## src/rtl/regfile_write_arbiter.sv

```systemverilog
// regfile_write_arbiter
//   Arbitrates two requesters (A, B) onto a single register-file write port.
//   Grants are combinational and round-robin under contention. The selected
//   request is driven onto WriteReg/WriteData/RegWrite one cycle after it is
//   accepted.
//
// Configuration macro:
//   REGWRITE_ZERO_FILTER_EN - when defined, requests to register 0 are accepted
//                             (Ready, LastGrant update) but never raise RegWrite.
//
// Ports:
//   clock, reset_n            - clock (rising edge), async active-low reset
//   A_Valid/A_Reg/A_Data      - requester A write request
//   A_Ready                   - requester A accepted this cycle
//   B_Valid/B_Reg/B_Data      - requester B write request
//   B_Ready                   - requester B accepted this cycle
//   WriteReg/WriteData        - registered register-file write address / data
//   RegWrite                  - registered register-file write enable
//   LastGrant                 - 0: A granted most recently, 1: B
module regfile_write_arbiter #(
   parameter int unsigned DATA_WIDTH = 32,
   parameter int unsigned ADDR_WIDTH = 5
) (
   input  logic                  clock,
   input  logic                  reset_n,
   input  logic                  A_Valid,
   input  logic [ADDR_WIDTH-1:0] A_Reg,
   input  logic [DATA_WIDTH-1:0] A_Data,
   output logic                  A_Ready,
   input  logic                  B_Valid,
   input  logic [ADDR_WIDTH-1:0] B_Reg,
   input  logic [DATA_WIDTH-1:0] B_Data,
   output logic                  B_Ready,
   output logic [ADDR_WIDTH-1:0] WriteReg,
   output logic [DATA_WIDTH-1:0] WriteData,
   output logic                  RegWrite,
   output logic                  LastGrant
);

   logic                  last_grant_q, last_grant_d;
   logic                  reg_write_q, reg_write_d;
   logic [ADDR_WIDTH-1:0] write_reg_q, write_reg_d;
   logic [DATA_WIDTH-1:0] write_data_q, write_data_d;

   logic                  a_ready, b_ready, accept, commit;
   logic [ADDR_WIDTH-1:0] sel_reg;
   logic [DATA_WIDTH-1:0] sel_data;

   // Grant: a lone requester always wins; on contention the requester that
   // did not win last time wins. Both readies are held low while in reset.
   always_comb begin
      a_ready = 1'b0;
      b_ready = 1'b0;
      if (reset_n) begin
         if (A_Valid && (!B_Valid || last_grant_q)) begin
            a_ready = 1'b1;
         end else if (B_Valid) begin
            b_ready = 1'b1;
         end
      end
   end

   assign accept   = a_ready | b_ready;
   assign sel_reg  = b_ready ? B_Reg  : A_Reg;
   assign sel_data = b_ready ? B_Data : A_Data;

`ifdef REGWRITE_ZERO_FILTER_EN
   // Register 0 is hard-wired: accept the request but drop the write.
   assign commit = accept && (sel_reg != '0);
`else
   assign commit = accept;
`endif

   always_comb begin
      last_grant_d = last_grant_q;
      reg_write_d  = commit;
      write_reg_d  = write_reg_q;
      write_data_d = write_data_q;
      if (accept) begin
         last_grant_d = b_ready;
      end
      if (commit) begin
         write_reg_d  = sel_reg;
         write_data_d = sel_data;
      end
   end

   // LastGrant resets to B so that A wins the first contention.
   always_ff @(posedge clock or negedge reset_n) begin
      if (!reset_n) begin
         last_grant_q <= 1'b1;
         reg_write_q  <= 1'b0;
         write_reg_q  <= '0;
         write_data_q <= '0;
      end else begin
         last_grant_q <= last_grant_d;
         reg_write_q  <= reg_write_d;
         write_reg_q  <= write_reg_d;
         write_data_q <= write_data_d;
      end
   end

   assign A_Ready   = a_ready;
   assign B_Ready   = b_ready;
   assign RegWrite  = reg_write_q;
   assign WriteReg  = write_reg_q;
   assign WriteData = write_data_q;
   assign LastGrant = last_grant_q;

endmodule

```

## config.mk

```make
export PLATFORM = sky130hd
export DESIGN_NAME = regfile_write_arbiter
export DESIGN_NICKNAME = d
export VERILOG_FILES = /design/src/rtl/regfile_write_arbiter.sv
export SDC_FILE = /design/constraint.sdc
export NUM_CORES = 1
export LEC_CHECK = 0
export CAP_MARGIN = 20
export CORE_MARGIN = 2
export CORE_UTILIZATION = 38
export DETAILED_ROUTE_END_ITERATION = 10
export GPL_TIMING_DRIVEN = 0
export HOLD_SLACK_MARGIN = 0.05
export PLACE_DENSITY = 0.83
export RECOVER_POWER = 25
export SETUP_SLACK_MARGIN = 0.05
export SYNTH_ARGS = -nofsm -noshare
export SYNTH_HDL_FRONTEND = slang
export SYNTH_SLANG_ARGS = --single-unit
```

## constraint.sdc

```tcl
create_clock -name clock -period 1.6 [get_ports clock]
set_clock_uncertainty 0.15 [all_clocks]
set_input_delay 0.32 -clock clock [delete_from_list [all_inputs] [get_ports clock]]
set_output_delay 0.32 -clock clock [all_outputs]
set_load 0.005 [all_outputs]
```

==> impl_metrics.tcl, run 1 <==
set metrics [dict create \
    diodes 0 \
    hold_path_class "input port to asynchronous set/reset pin" \
    place_hpwl_um 4617 \
    yosys.area.top_type_share_pct 47.06 \
    period_needed_ns 1.752 \
    dr.pass1.iters 4 \
    max_clock_freq_ghz 0.5708 \
    hold_viol 0 \
    synthTopCellsByArea "dfrtp_1, or3b_1, a31oi_1, o21ai_0, nor2_1" \
    routedWlPerCell_um 15.33 \
    post_route_cells_drive_above_1_share_pct 14.72 \
    setup_slack_ns -0.1518 \
    violations "setup timing" \
    die_w_um 76.92 \
    grt_pass1_vias 2289 \
    cp.arrival_ns 1.28 \
    syn_to_final_growth_pct 74.37 \
    drt_iter0_drc 93 \
    synth_top_family_by_area "simple AND/OR/NAND/NOR gates" \
    dieArea_sq_um 5917 \
    cts_made_buffers 5 \
    seq_area_frac_synth_pct 48.36 \
    vias_per_cell 5.156 \
    reg2reg_slack_ns -0.10 \
    irDropWorstVdd_mv 0.3612 \
    netlist_instances 219 \
    synth-xor-area-share_pct 0 \
    ant_nets 0 \
    max-slew-margin-rel_pct 63.98 \
    max-clock-path-buffers 2 \
    power.total_mw 2.660 \
    setup_violations 20 \
    cts_tree "built" \
    path_class "flip-flop to output port" \
    postLayoutCoreUtil_pct 68.99 \
    cts_max_level 2 \
    end_kind "output port" \
    synth_simple_gate_area_share_pct 24.02 \
    r2r-end "WriteData[19]" \
    tns_ns -1.121 \
    grt_pass1_wl_um 11140 \
    cts_root_buf "clkbuf_8" \
    initial_core_util_pct 39.56 \
    drv_slew 0 \
    grt_util_all_layers_pct 23.49 \
    ios 119 \
    whs_ns 0.3723 \
    syn_nets 297 \
    ys.warnings.count 0 \
    coreArea_sq_um 5107 \
    synth_fa_ha_area_share_pct 0 \
    finalNonFillerCells 430 \
    avgSynthCellArea_sq_um 9.227 \
    powerDensity_nw_per_um2 755.0 \
    worst_pin_slew_ns 0.5395 \
    required_ns 1.13 \
    synth-compound-area-share_pct 21.55 \
    max-cap-violations 0 \
    muxShareOfSynthArea_pct 0 \
    clock_latency_ns 0.28 \
    clkTransAtPathRegs_ns 0.07 \
    synth_seq_cells 39 \
    netlist_area_sq_um 2021 \
    die_h_um 76.92 \
    dp_cells 408 \
    num-nets-final 439 \
    vias 2217 \
    r2r_start "LastGrant" \
    rsz0062_at_grt "true" \
    grt-ovfl-total 0 \
    antenna_found_initial 0 \
    grt_max_degree 21 \
    ys_types 19 \
    leakagePower_nw 1.439 \
    totalWireLength_um 6590 \
    crit_path_start_kind "flip-flop" \
    period_share_pct 109.5 \
    place_congestion 0.7420 \
    rr_worst_depth 6 \
    io_buffers 118 \
    clock_sinks 39 \
    yosysTopAreaCell "dfrtp_1" \
    drc_errors 0 \
    outcome "finished, violations left" \
    worst-path-max-fanout 2 \
    rows 26 \
]
-- cell usage in the layout, fill, tap and decap left out --
| master | instances |
|---|---|
| o22ai_1 | 1 |
| a31oi_1 | 37 |
| nor2_1 | 37 |
| o21ai_0 | 37 |
| a21oi_2 | 1 |
| o21a_1 | 1 |
| and2_4 | 1 |
| inv_2 | 1 |
| dfstp_2 | 1 |
| clkbuf_8 | 10 |
| buf_12 | 1 |
| dlymetal6s2s_1 | 1 |
| buf_4 | 11 |
| buf_2 | 9 |
| dlygate4sd3_1 | 2 |
| nand2_2 | 1 |
| dlygate4sd2_1 | 39 |
| clkdlybuf4s50_1 | 74 |
| nand2_1 | 1 |
| buf_8 | 3 |
| clkbuf_4 | 2 |
| buf_6 | 2 |
| or3b_2 | 6 |
| clkbuf_1 | 8 |
| or3b_1 | 31 |
| clkbuf_2 | 3 |
| nor2_2 | 1 |
| dfrtp_1 | 38 |
-- per-stage QoR --
stage	instance area, sq um	worst slack [ns]
CTS	3576	-0.1879
detailed placement	3304	-0.9020
global placement	3289	-2.363
floorplan	2021	0.05255
finish	3523	-0.1518
global route	3523	-0.1980
-- per-layer routing --
layer | track usage (%) | up-vias | share of wire [%]
li1 | - | 1070 | -
met1 | 28.35 | 1036 | 41
met2 | 40.79 | 100 | 50
met3 | 7.059 | 11 | 8.3
met4 | 6.000 | 0 | 1.3
met5 | 0 | - | 0
-- registers in the layout, indices dropped and copies added (netlist names) --
name / cells
RegWrite: 1
WriteData: 32
WriteReg: 5
LastGrant: 1
-- how the worst max path moves through the flow --
stage	startpoint	cells after the start	slack, ns	endpoint
floorplan	LastGrant	4	0.05	B_Ready
global placement	reset_n	6	-2.36	B_Ready
detailed placement	A_Valid	6	-0.90	B_Ready
CTS	LastGrant	5	-0.19	B_Ready
global route	LastGrant	5	-0.20	B_Ready
finish	LastGrant	5	-0.15	B_Ready
-- area by class of cell --
| class | instances | area, sq um |
|---|---|---|
| clock buffers | 6 | 72.57 |
| repair buffers | 135 | 1260 |
| well taps | 70 | 87.58 |
| flip-flops and latches | 39 | 977.2 |
| plain buffers | 24 | 195.2 |
| multi-input cells | 155 | 927.1 |
| fillers | 432 | 1584 |
| inverters | 1 | 3.754 |
-- timing repair --
action / in CTS / in global routing
hold endpoints to repair: 39 / 0
setup buffers: 11 / 0
gates resized for setup: 82 / 4
gates cloned: 3 / 0
hold buffers: 2 / 0
setup endpoints to repair: 79 / 39
pin swaps: 15 / 11
-- worst max-delay path, stage by stage (launching register included) --
cell	delay (ns)
dfstp_2	0.53
and2_4	0.14
buf_8	0.10
buf_8	0.08
nor2_2	0.03
buf_2	0.12
-- report_power, final --
group,internal [mW],switching [mW]
registers,1.12,0.0650
logic,0.518,0.344
clock network,0.291,0.318
total,1.93,0.727
-- cell families after synthesis --
group / after synthesis
flops: 39
buf+inv: 25
compound gates: 77
simple gates: 78
-- cell usage after synthesis --
master,n
nand2_1,1
or3b_1,31
o21a_1,1
clkbuf_2,1
o22ai_1,1
buf_2,4
o21ai_0,37
buf_6,3
a31oi_1,37
nor2_1,38
inv_1,1
nand2_2,1
or3b_2,6
dfrtp_1,38
a21oi_1,1
buf_1,2
dfstp_2,1
and2_4,1
clkbuf_1,14
No activity file was read; power rests on OpenSTA's default activity.
==> run 2, diff against run 1 <==
--- a/config.mk
+++ b/config.mk
@@ -6,6 +6,7 @@
 export NUM_CORES = 1
 export LEC_CHECK = 0
 export CAP_MARGIN = 20
+export CORE_ASPECT_RATIO = 1.1
 export CORE_MARGIN = 2
 export CORE_UTILIZATION = 38
 export DETAILED_ROUTE_END_ITERATION = 10
==> impl_metrics.tcl, run 2 (synthesis results as in run 1) <==
set metrics [dict create \
    cts_max_level 2 \
    layout_commonest_cell "clkdlybuf4s50_1" \
    r2r_start "LastGrant" \
    grt_util_all_layers_pct 22.37 \
    cts_made_buffers 5 \
    io_buffers 118 \
    required_ns 1.13 \
    irDropWorstVdd_mv 0.3975 \
    leakagePower_nw 1.435 \
    drc_errors 0 \
    die_w_um 73.53 \
    hold_viol 0 \
    clkTransAtPathRegs_ns 0.07 \
    rsz0062_at_grt "true" \
    antenna_found_initial 0 \
    clock_sinks 39 \
    dr.pass1.iters 4 \
    worst-path-max-fanout 3 \
    path_class "flip-flop to output port" \
    diodes 0 \
    reg2reg_slack_ns -0.15 \
    finalNonFillerCells 420 \
    num-nets-final 439 \
    drv_slew 0 \
    setup_slack_ns -0.1982 \
    place_hpwl_um 4614 \
    initial_core_util_pct 39.88 \
    grt_max_degree 17 \
    post-place-ws_ns -0.9331 \
    clock_latency_ns 0.29 \
    ant_nets 0 \
    dieArea_sq_um 5918 \
    mostFrequentLayoutCells "clkdlybuf4s50_1, dlygate4sd2_1, dfrtp_1" \
    grt_pass1_wl_um 10310 \
    crit_path_start_kind "flip-flop" \
    worstSetupStartpoint "LastGrant" \
    die_h_um 80.48 \
    cp.arrival_ns 1.33 \
    place_congestion 0.7584 \
    rows 27 \
    rr_worst_depth 6 \
    end_kind "output port" \
    cts_root_buf "clkbuf_8" \
    period_share_pct 112.4 \
    period_needed_ns 1.798 \
    cts_tree "built" \
    grt-ovfl-total 0 \
    r2r-end "WriteData[23]" \
    max-slew-margin-rel_pct 42.49 \
    dp_cells 396 \
    grt_pass1_vias 2217 \
    outcome "finished, violations left" \
    n_fill_cell 431 \
    worst_pin_slew_ns 0.8626 \
    syn_to_final_growth_pct 73.06 \
    totalWireLength_um 6468 \
    max_clock_freq_ghz 0.5561 \
    vias 2171 \
    ios 119 \
    powerDensity_nw_per_um2 780.0 \
    coreArea_sq_um 5067 \
    drt_iter0_drc 86 \
    whs_ns 0.1575 \
    routedWlPerCell_um 15.40 \
    vias_per_cell 5.169 \
    setup_violations 29 \
    postLayoutCoreUtil_pct 69.01 \
    violations "setup timing" \
    hold_path_class "input port to asynchronous set/reset pin" \
    max-cap-violations 0 \
    max-clock-path-buffers 2 \
    largest_reg_flops 32 \
    post_route_cells_drive_above_1_share_pct 14.64 \
]
==> run 2: changes by cell type in the layout (fill, tap and decap cells not counted), moves of 2 or more <==
cell	delta
buf_6	+3
clkbuf_8	-3
buf_4	+2
dlygate4sd2_1	+2
==> run 2: layout make-up <==
cell class | instances | area, sq um | share of cell area (%)
sequential | 39 | 977.2 | 27.94
timing repair buffer | 135 | 1251 | 35.78
clock inverter | 1 | 5.005 | 0.1431
multi-input combinational | 155 | 927.1 | 26.51
tap | 58 | 72.57 | 2.075
clock buffer | 7 | 86.33 | 2.469
buffer | 24 | 173.9 | 4.973
inverter | 1 | 3.754 | 0.1073
==> run 2: worst max-delay path by stage <==
stage	to	cells after the start	slack, ns
2_1_floorplan	B_Ready	4	0.05
3_3_place_gp	B_Ready	6	-2.30
3_5_place_dp	B_Ready	7	-0.93
4_1_cts	B_Ready	5	-0.25
5_1_grt	B_Ready	5	-0.22
6_report	B_Ready	5	-0.20
==> run 2: layer usage <==
| metal | wire (um) | up-vias | share of wire (%) | global-route usage (%) |
|---|---|---|---|---|
| met5 | 0 | - | 0 | 0 |
| met1 | 2539 | 995 | 39 | 26.71 |
| met3 | 384 | 13 | 5.9 | 4.141 |
| met4 | 117 | 0 | 1.8 | 7.636 |
| li1 | - | 1076 | - | - |
| met2 | 3426 | 87 | 53 | 39.64 |
==> run 2: power by group <==
| group | internal [mW] | leakage [nW] | total (mW) | switching, mW |
|---|---|---|---|---|
| logic | 0.509 | 0.951 | 0.849 | 0.341 |
| clock network | 0.348 | 0.0482 | 0.685 | 0.338 |
| registers | 1.12 | 0.436 | 1.19 | 0.0690 |
| total | 1.98 | 1.44 | 2.73 | 0.747 |
==> run 2: metrics by stage <==
stage	setup TNS [ns]	instance area [sq um]	power, mW
final	-1.918	3497	2.728
after global routing	-3.841	3497	2.890
after CTS	-2.398	3487	2.723
after detailed placement	-24.35	3289	2.079
after global placement	-115.98	3274	2.054
after floorplan	0	2021	1.505
==> run 2: what timing repair did <==
item,in CTS,in global routing
hold buffers,2,0
cloned,1,1
pin swaps,14,22
resized for setup,66,22
endpoints found under the hold margin,39,0
buffers inserted,9,3
endpoints found under the setup margin,80,53
==> run 2: worst max-delay path, stage by stage (launching register included) <==
cell	delay, ns
dfstp_2	0.55
and2_4	0.16
buf_6	0.10
buf_8	0.09
nor2_2	0.02
buf_2	0.12
==> run 3, diff against run 2 <==
--- a/config.mk
+++ b/config.mk
@@ -7,7 +7,7 @@
 export LEC_CHECK = 0
 export CAP_MARGIN = 20
 export CORE_ASPECT_RATIO = 1.1
-export CORE_MARGIN = 2
+export CORE_MARGIN = 5
 export CORE_UTILIZATION = 38
 export DETAILED_ROUTE_END_ITERATION = 10
 export GPL_TIMING_DRIVEN = 0
==> impl_metrics.tcl, run 3 (synthesis results as in run 1) <==
set metrics [dict create \
    rsz0062_at_grt "true" \
    setup_slack_ns -0.1758 \
    p_sw_mw 0.7609 \
    required_ns 1.13 \
    syn_to_final_growth_pct 80.80 \
    drv_slew 0 \
    rows 27 \
    cpMaxStageDelayCell "dfstp_2" \
    cts_made_buffers 5 \
    pwr-share-clk_pct 25.8 \
    cts_tree "built" \
    combinationalPowerShare_pct 32.2 \
    totalWireLength_um 6989 \
    num-nets-final 444 \
    switching_share_pct 26.86 \
    cts_root_buf "clkbuf_8" \
    grt_pass1_wl_um 11070 \
    leakagePower_nw 1.492 \
    grt_util_all_layers_pct 20.50 \
    reg2reg_slack_ns -0.13 \
    grt_max_degree 16 \
    largest_reg_flops 32 \
    critPathCapture "B_Ready" \
    vias 2225 \
    layout_commonest_cell "clkdlybuf4s50_1" \
    drt_iter0_drc 99 \
    hold_viol 0 \
    clkTransAtPathRegs_ns 0.07 \
    cp_num_buf_inv 3 \
    end_kind "output port" \
    period_needed_ns 1.776 \
    cp.arrival_ns 1.31 \
    max-slew-margin-rel_pct 42.81 \
    critPathTopFamily "flip-flops" \
    use_met1_pct 24.17 \
    drc_errors 0 \
    initial_core_util_pct 39.61 \
    vias_per_cell 5.068 \
    grt_pass1_vias 2238 \
    path_cells "and2_4 > buf_6 > buf_8 > nor2_2 > buf_2" \
    p_seq_share_pct 42.0 \
    irDropWorstVdd_mv 0.3675 \
    cts_max_level 2 \
    intPower_mw 2.072 \
    crit_path_start_kind "flip-flop" \
    post_route_cells_drive_above_1_share_pct 16.35 \
    period_share_pct 111.0 \
    violations "setup timing" \
    use_met3_pct 4.054 \
    r2r-end "WriteData[19]" \
    setup_violations 28 \
    outcome "finished, violations left" \
    grt_busiest_layer "met2" \
    ant_nets 0 \
    hold_path_class "input port to asynchronous set/reset pin" \
    grtUsageMet2_pct 37.36 \
    grt-ovfl-total 0 \
    path_class "flip-flop to output port" \
    postLayoutCoreUtil_pct 71.62 \
    place_hpwl_um 5064 \
    worst_pin_slew_ns 0.8578 \
    io_buffers 118 \
    r2r_start "LastGrant" \
    mostFrequentLayoutCells "clkdlybuf4s50_1, dlygate4sd2_1, dfrtp_1, nor2_1, a31oi_1" \
    cp.depth 5 \
    max-clock-path-buffers 2 \
    clock_latency_ns 0.29 \
    diodes 0 \
    antenna_found_initial 0 \
    power.total_mw 2.833 \
    die_w_um 79.53 \
    max_clock_freq_ghz 0.5631 \
    whs_ns 0.1536 \
    coreArea_sq_um 5101 \
    dr.pass1.iters 4 \
    max-cap-violations 0 \
    clock_sinks 39 \
    cpPeakStageDelay_ns 0.55 \
    dieArea_sq_um 6878 \
    ios 119 \
    powerDensity_nw_per_um2 775.4 \
    rr_worst_depth 6 \
    worst-path-max-fanout 2 \
    die_h_um 86.48 \
    place_congestion 0.7382 \
    routedWlPerCell_um 15.92 \
    worstSetupStartpoint "LastGrant" \
]
-- run 3: cell types whose count changed in the layout (fill, tap and decap cells not counted), sizes merged --
| cell | change |
|---|---|
| clkbuf | +7 |
| bufbuf | +1 |
| clkinv | -1 |
| dlygate4sd2 | -1 |
| dlygate4sd3 | +1 |
| buf | -2 |
-- run 3: how the worst min path moves through the flow --
stage,startpoint,end,slack [ns]
after floorplan,reset_n,RegWrite,-0.13
after global placement,LastGrant,LastGrant,0.34
after detailed placement,reset_n,WriteReg[3],0.11
after CTS,WriteData[2],WriteData[2],0.40
after global routing,reset_n,WriteReg[3],0.26
final,reset_n,WriteReg[3],0.15
-- run 3: cell type report --
cell class                 instances  area [sq um]
buffer                            24         187.7
clock buffer                       8         100.1
fill                             418          1448
inverter                           1         3.754
multi-input combinational        155         944.7
sequential                        39         977.2
tap                               72         90.09
timing repair buffer             140          1350
-- run 3: what timing repair did --
item | 4_1_cts | 5_1_grt
cloned | 3 | 1
setup buffers | 13 | 1
setup endpoints to repair | 80 | 54
gates resized for setup | 83 | 11
hold buffers | 3 | 0
endpoints found under the hold margin | 38 | 0
pin swaps | 11 | 17
-- run 3: layer usage --
metal | up-vias | part of all wire [%]
met5 | - | 0
met4 | 0 | 1.6
met3 | 12 | 5.6
met2 | 82 | 54
met1 | 1044 | 39
li1 | 1087 | -
-- run 3: metrics by stage --
step / cells / cell area (sq um) / setup slack, ns / setup TNS, ns
floorplan: 219 / 2021 / 0.05255 / 0
global placement: 409 / 3292 / -2.306 / -115.61
detailed placement: 410 / 3307 / -0.9218 / -23.88
CTS: 437 / 3628 / -0.2072 / -1.843
global route: 439 / 3654 / -0.2090 / -3.867
finish: 439 / 3654 / -0.1758 / -1.778
-- run 3: power by group through the flow --
stage / registers, mW / clock network (mW) / logic (mW)
after global routing: 1.21 / 0.782 / 0.998
after floorplan: 1.22 / 0 / 0.280
after detailed placement: 1.22 / 0 / 0.871
after CTS: 1.19 / 0.744 / 0.907
final: 1.19 / 0.732 / 0.912
after global placement: 1.21 / 0 / 0.850
-- run 3: worst register-to-register path, stage by stage (launching register included) --
cell,delay [ns]
dfstp_2,0.38
and2_4,0.14
buf_6,0.11
buf_4,0.16
buf_6,0.14
or3b_1,0.37
a31oi_1,0.19
